### config.mk
export PLATFORM = sky130hd
export DESIGN_NAME = serial_adder_ctrl
export DESIGN_NICKNAME = d
export VERILOG_FILES = /design/src/rtl/serial_adder_pkg.sv /design/src/rtl/serial_full_adder.sv /design/src/rtl/serial_adder_ctrl.sv
export SDC_FILE = /design/constraint.sdc
export NUM_CORES = 1
export LEC_CHECK = 0
export CORE_ASPECT_RATIO = 0.9
export CORE_MARGIN = 4
export CORE_UTILIZATION = 50
export DETAILED_ROUTE_END_ITERATION = 6
export GPL_TIMING_DRIVEN = 1
export PLACE_DENSITY = 0.75
export SETUP_SLACK_MARGIN = 0.2
export SLEW_MARGIN = 15
export SYNTH_ARGS = -nofsm -noshare
export SYNTH_HDL_FRONTEND = slang
export SYNTH_SLANG_ARGS = --single-unit
### constraint.sdc
create_clock -name clk -period 2.28 [get_ports clk]
set_clock_uncertainty 0.15 [all_clocks]
set_input_delay 0.456 -clock clk [delete_from_list [all_inputs] [get_ports clk]]
set_output_delay 0.456 -clock clk [all_outputs]
set_load 0.05 [all_outputs]
### src/rtl/serial_adder_pkg.sv
// ============================================================================
// Module      : serial_adder_pkg
// Description : Shared state encodings and default operand width for the
//               bit-serial adder/subtractor.
// Revision    : 1.0 - initial release
// ============================================================================
`default_nettype none

package serial_adder_pkg;

    localparam int DEFAULT_WIDTH = 8;

    localparam logic [1:0] c_st_idle = 2'd0;
    localparam logic [1:0] c_st_run  = 2'd1;
    localparam logic [1:0] c_st_done = 2'd2;

endpackage

`default_nettype wire

### src/rtl/serial_full_adder.sv
// ============================================================================
// Module      : serial_full_adder
// Description : 1-bit full adder built from two cascaded half-adder stages.
// Revision    : 1.0 - initial release
// ============================================================================
`default_nettype none

module serial_full_adder (
    input  logic x,
    input  logic y,
    input  logic cin,
    output logic sum,
    output logic cout
);

    logic w_p1;
    logic w_g1;
    logic w_g2;

    assign w_p1 = x ^ y;
    assign w_g1 = x & y;
    assign sum  = w_p1 ^ cin;
    assign w_g2 = cin & w_p1;
    assign cout = w_g1 | w_g2;

endmodule

`default_nettype wire

### src/rtl/serial_adder_ctrl.sv
// ============================================================================
// Module      : serial_adder_ctrl
// Description : Bit-serial add/subtract controller; one bit pair per RUN cycle.
// Revision    : 1.0 - initial release
// ============================================================================
`default_nettype none

module serial_adder_ctrl
    import serial_adder_pkg::*;
#(
    parameter int WIDTH = DEFAULT_WIDTH
) (
    input  logic             clk,
    input  logic             rst,
    input  logic             start,
    input  logic             sub,
    input  logic [WIDTH-1:0] a,
    input  logic [WIDTH-1:0] b,
    output logic             busy,
    output logic             done,
    output logic [WIDTH-1:0] sum,
    output logic             cout
);

    localparam int                 c_cnt_w    = $clog2(WIDTH);
    localparam logic [c_cnt_w-1:0] c_cnt_last = c_cnt_w'(WIDTH - 1);

    logic [1:0]         r_state;
    logic [WIDTH-1:0]   r_a;
    logic [WIDTH-1:0]   r_b;
    logic               r_sub;
    logic               r_carry;
    logic [c_cnt_w-1:0] r_cnt;
    logic [WIDTH-1:0]   r_sum;
    logic               r_cout;

    logic               w_y;
    logic               w_bit;
    logic               w_carry;

    // Subtraction is a + ~b + 1: invert b per bit, carry seeded with sub.
    assign w_y = r_b[0] ^ r_sub;

    serial_full_adder u_fa (
        .x    (r_a[0]),
        .y    (w_y),
        .cin  (r_carry),
        .sum  (w_bit),
        .cout (w_carry)
    );

    always_ff @(posedge clk) begin
        if (rst) begin
            r_state <= c_st_idle;
            r_a     <= '0;
            r_b     <= '0;
            r_sub   <= 1'b0;
            r_carry <= 1'b0;
            r_cnt   <= '0;
            r_sum   <= '0;
            r_cout  <= 1'b0;
        end else begin
            case (r_state)
                c_st_idle: begin
                    if (start) begin
                        r_a     <= a;
                        r_b     <= b;
                        r_sub   <= sub;
                        r_carry <= sub;
                        r_cnt   <= '0;
                        r_sum   <= '0;
                        r_cout  <= 1'b0;
                        r_state <= c_st_run;
                    end
                end
                c_st_run: begin
                    r_sum   <= {w_bit, r_sum[WIDTH-1:1]};
                    r_a     <= r_a >> 1;
                    r_b     <= r_b >> 1;
                    r_carry <= w_carry;
                    // Counter stops at its last value rather than wrapping.
                    if (r_cnt == c_cnt_last) begin
                        r_cout  <= w_carry;
                        r_state <= c_st_done;
                    end else begin
                        r_cnt <= r_cnt + 1'b1;
                    end
                end
                c_st_done: begin
                    r_state <= c_st_idle;
                end
                default: begin
                    r_state <= c_st_idle;
                end
            endcase
        end
    end

    assign busy = (r_state == c_st_run) || (r_state == c_st_done);
    assign done = (r_state == c_st_done);
    assign sum  = r_sum;
    assign cout = r_cout;

endmodule

`default_nettype wire
# [After elaboration in Yosys (flattened, before gate mapping)]
# Cells that the tools add are included.
[totals] regBits=32 inputBits=20 output_inout_bits=11
[op_classes] addsub=1 eq_ne=6 muxes=17 bitwise_logic=6 n_reduce_logical=8
[ops] op="case mux 8 bit (2 select lines)" count=3
[ops] op="two-way mux 8 bit" count=3
[ops] op="two-way mux 3 bit" count=2
[ops] op="inequality test 2 bit (second input constant)" count=3
[ops] op="case mux 3 bit (2 select lines)" count=1
[ops] op="AND reduction 2 bit" count=3
[ops] op="AND reduction 3 bit" count=2
[ops] op="two-way mux 2 bit" count=2
[ops] op="case mux 1 bit (2 select lines)" count=2
[ops] op="case mux 2 bit (2 select lines)" count=1
[ops] op="adder 3 x 1 -> 3 bit (second input constant)" count=1
[ops] op="== test 3 bit (second input constant)" count=1
[ops] op="two-way mux 1 bit" count=3
[ops] op="XOR 1 bit" count=3
[ops] op="bitwise AND 1 bit" count=2
[ops] op="== test 2 x 1 -> 1 bit (second input constant)" count=1
[ops] op="== test 2 bit (second input constant)" count=1
[ops] op="logical NOT 2 bit" count=1
[ops] op="nonzero test 2 bit" count=1
[ops] op="logical OR 1 bit" count=1
[ops] op="OR 1 bit" count=1

# [Logic depth before layout (Yosys ltp)]
[depth] word_depth=6 mapped_depth=6 mapped_depth_nobuf=5

# [Modules after synthesis]
# A second synthesis with hierarchy kept.
[hier_totals] hier_cells=167 area_unflattened_um2=1620.3
[by_module_without_submodules] module="serial_adder_ctrl" n_inst=1 cells_per_inst=166 area_each_um2=1600.3 seq_area_each_um2=640.6
[by_module_without_submodules] module="serial_full_adder" n_inst=1 cells_per_inst=1 area_each_um2=20.0 seq_area_each_um2=0.0

# [Worst setup path before layout]
# OpenSTA, ideal clock, no wires.
[synth_path] kind="reg-to-reg" start="register r_state[0]" end="register r_a[5]" t_arrival_ns=1.314 required_time_ns=1.987 slack_ns=0.673 path_stages_with_launch=7 path_buffers=1 path_cell_list="dfxtp_1 -> inv_1 -> ha_1 -> mux2_4 -> buf_6 -> nor2_1 -> a211oi_2"
[synth_via] elab_chain_cells=3 word_cells_on_any_way=6 classes_between="eq/ne: 2; mux: 1; reduce/logical: 3"
[synth_rtl] item="start: declaration" line_no="serial_adder_ctrl.sv:28" rtl="logic [1:0] r_state;"
[synth_rtl] item="start signal: assignment" line_no="serial_adder_ctrl.sv:54" rtl="r_state <= c_st_idle;"
[synth_rtl] item="start signal: assignment" line_no="serial_adder_ctrl.sv:73" rtl="r_state <= c_st_run;"
[synth_rtl] item="start signal: assignment" line_no="serial_adder_ctrl.sv:84" rtl="r_state <= c_st_done;"
[synth_rtl] item="== test 2 x 1 -> 1 bit / logical NOT 2 bit (equally long branches)" line_no="serial_adder_ctrl.sv:63" rtl="case (r_state)"
[synth_rtl] item="nonzero test 2 bit (no source line) / inequality test 2 bit (equally long branches)"
[synth_rtl] item="AND reduction 2 bit (no source line)"
[synth_rtl] item="end signal: assignment" line_no="serial_adder_ctrl.sv:78" rtl="r_a <= r_a >> 1;"
[synth_rtl] item="end: declaration" line_no="serial_adder_ctrl.sv:29" rtl="logic [WIDTH-1:0] r_a;"
# Several ways; a longest one is shown, not always the timed one.
# A chain may end at the register's enable or synchronous reset.

# [Worst setup path after layout]
[layout_path] start="register r_state[1]" end="register r_a[6]"
# Same word-level chain as after synthesis.

==> impl_metrics.tcl <==
set metrics [dict create \
    final_min_period_over_clock_period 0.8376 \
    antenna_cells_inserted 0 \
    ys_seq_area_frac 0.4096 \
    number_of_buffers_added_by_the_clock_tree_synthesis_step 5 \
    detail_route.first_pass.iterations 4 \
    fp.dieW_um 66.96 \
    pin_count_of_the_biggest_net_entering_global_routing 23 \
    synth-compound-area-share 0.2088 \
    routabilityCongestion 0.7379 \
    wl_mm 3.019 \
    p_leak_uw 0.0007828 \
    fillCellCount 252 \
    cp-end-kind "flop" \
    yosys.area_share.xor_xnor 0.005600 \
    synth-warning-count 0 \
    worst-r2r-cell-count 6 \
    initial_core_util 0.5468 \
    finalMaxSlewViolations 0 \
    synth_top_cell_by_area "dfxtp_1" \
    num_rows 18 \
    grt_pass1_vias 1191 \
    maxSlewHeadroom 0.6621 \
    max_freq_ghz 0.5237 \
    timing.critical_path.max_delay_family "multiplexers" \
    number_of_primary_i_o_pins 31 \
    timing.hold.worst_path_depth 2 \
    edff_count_synth 0 \
    final_net_count 205 \
    numClockSinks 32 \
    criticalPathCategory "flop to flop" \
    globalRouteTotalUtil 0.1645 \
    critical_path_cell_by_cell "inv_1, ha_1, mux2_4, buf_12, nor2_1, a211oi_2" \
    clock_insertion_delay_worst_skew_ns 0.32 \
    hp-class "flop to flop" \
    setup_viol 0 \
    clockBufferDepth 2 \
    layout-area-overhead-vs-synth_pct 24.72 \
    drive_gt1_frac 0.2472 \
    dieHeight_um 61.06 \
    grt_pass1_wl_mm 5.030 \
    synth_common_cells "dfxtp_1 (32), mux2i_1 (16), nor2_1 (16)" \
    cap_violations 0 \
    synthesized_instance_count 145 \
    routed-via-count 1178 \
    finalHoldViolCount 0 \
    yosys_register_bits 32 \
    port_buffer_count 30 \
    grt-ovfl-total 0 \
    rsz0062_at_grt "false" \
    detail_route.iter0.violations 117 \
    netlist_area_um2 1564 \
    antenna_violating_nets_post_route 0 \
    synth.most_common_cell "dfxtp_1" \
    postCtsSetupRepairBufs 0 \
    area_contributors_post_synth "dfxtp_1 (41%), a211oi_2 (11%), mux2i_1 (10%), ha_1 (5.6%), a32oi_1 (4.5%)" \
    clk_pin_slew_ns 0.09 \
    worstPathBufferInverterCount 2 \
    root_buf_cell "clkbuf_4" \
    synth_top_cell_area_share 0.4096 \
    count_of_unique_library_cells_instantiated_by_yosys 32 \
    dpl_worst_slack_ns 0.02305 \
    post-route-min-period_ns 1.910 \
    grt_antenna_before_repair 0 \
    timing.rr.start "r_state[1]" \
    p_per_area_nw_per_um2 695.9 \
    timing.critical_path.slowest_cell_delay_ns 0.43 \
    worst_path_max_delay_cell "mux2_4" \
    via_per_inst 5.404 \
    core_um2 2860 \
    detailedPlacementHpwl_mm 2.190 \
    arrival_ns 1.97 \
    status "completed" \
    numPlacedInstances 210 \
    setup_tns_ns 0 \
    synthArstFlopShare 0 \
    layout_setup_ws_ns 0.3704 \
    die_area_um2 4088 \
    startpoint_type "flop" \
    synth_nets 173 \
    syn-mean-instance-area_um2 10.79 \
    fin_cells 218 \
    r2r_end "r_a[6]" \
    vdd_ir_drop_max_uv 507.6 \
    post_synth_and_or_nand_nor_area_fraction 0.1344 \
    cts_h_tree_depth 2 \
    yosys-mux-area-fraction 0.1192 \
    route.detailed.drc 0 \
    critPathRequiredTime_ns 2.34 \
    synth_fa_ha_area_frac 0.06880 \
    worst_pin_slew_ns 0.5089 \
    worst_case_register_to_register_setup_slack_ns 0.37 \
    main_combinational_cell_family_by_area_after_synthesis "compound AO/OA/AOI/OAI gates" \
    synth_flop_cell "dfxtp_1" \
    hold_path_end "r_sub" \
    critical_path.max_fanout 22 \
    min_from "r_sub" \
    tritoncts "built" \
    post_detailed_route_wirelength_per_cell_um 13.85 \
]
[through the flow]
stage / power, uW / cell area, um2 / hold slack, ns / utilization
after floorplan: 949.8 / 1564 / 0.2965 / -
after global placement: 1023 / 1891 / 0.3079 / 0.6610
after detailed placement: 1037 / 1891 / 0.3180 / 0.6610
after CTS: 1366 / 1942 / 0.3321 / 0.6789
after global routing: 1433 / 1951 / 0.3780 / 0.6820
final: 1357 / 1951 / 0.3350 / 0.6820
[layout by cell type (no fill, tap or decap)]
| cell | count |
|---|---|
| a211oi_1 | 1 |
| a211oi_2 | 14 |
| a21o_1 | 1 |
| a21oi_1 | 4 |
| a21oi_2 | 1 |
| a22o_1 | 2 |
| a22oi_1 | 2 |
| a32oi_1 | 8 |
| and3b_1 | 1 |
| buf_12 | 1 |
| buf_4 | 7 |
| clkbuf_1 | 2 |
| clkbuf_4 | 5 |
| clkbuf_8 | 1 |
| clkdlybuf4s50_1 | 19 |
| dfxtp_1 | 32 |
| dlygate4sd2_1 | 9 |
| fa_1 | 1 |
| ha_1 | 7 |
| inv_1 | 2 |
| mux2_2 | 1 |
| mux2_4 | 1 |
| mux2i_1 | 15 |
| mux2i_4 | 1 |
| nand2_1 | 3 |
| nand2b_1 | 2 |
| nand3_1 | 2 |
| nand4_2 | 1 |
| nor2_1 | 16 |
| nor2_2 | 10 |
| nor2b_1 | 2 |
| nor3_1 | 1 |
| nor4b_2 | 1 |
| o21ai_0 | 1 |
| xor2_1 | 1 |
[report_power, final]
part / leakage, uW / internal (uW) / switching (uW)
logic: 0.000488 / 177 / 208
clock network: 0.0000326 / 152 / 178
registers: 0.000262 / 609 / 32.9
[sequential cells by signal, indices dropped and copies added, names as in the netlist]
name,cells
r_state,2
r_a,8
r_b,8
sum,8
r_sub,1
r_carry,1
r_cnt,3
cout,1
[worst reg2reg max path: stages (launching register included)]
cell and delay [ns]:
dfxtp_1 0.34, inv_1 0.11, ha_1 0.38, mux2_4 0.43
buf_12 0.19, nor2_1 0.14, a211oi_2 0.06
[final cells by class]
cell class              count  area (um2)  area share
multi-input cells         100       852.1      0.4368
flip-flops and latches     32       640.6      0.3284
repair buffers             36       341.6      0.1751
clock buffers               8       58.81     0.03015
well taps                  40       50.05     0.02566
inverters                   2       7.507    0.003849
[worst max-delay path by stage]
stage | startpoint | end | slack [ns] | cells past startpoint
after floorplan | r_state[0] | r_a[5] | 0.67 | 6
after global placement | start | cout | 0.13 | 4
after detailed placement | start | cout | 0.02 | 4
after CTS | r_state[1] | cout | 0.33 | 5
after global routing | r_state[0] | r_cnt[0] | 0.26 | 5
final | r_state[1] | r_a[6] | 0.37 | 6
[routing by layer]
layer,share of wire,global-route usage,vias up
met5,0,0,-
met4,0.012,0.06936,0
met3,0.045,0.04380,6
met2,0.48,0.2726,26
met1,0.46,0.2052,557
li1,-,-,589
[kinds of logic after synthesis]
group | Yosys count
buffers and inverters | 13
flip-flops | 32
AO/OA/AOI/OAI | 34
adder cells (fa/ha/maj) | 8
AND/OR/NAND/NOR | 39
multiplexers | 18
XOR/XNOR | 1
[what timing repair did]
| item | in CTS | in global routing |
|---|---|---|
| hold buffers | 0 | 0 |
| endpoints found under the setup margin | 10 | 1 |
| gates resized for setup | 10 | 1 |
No activity file was read; power rests on OpenSTA's default activity.
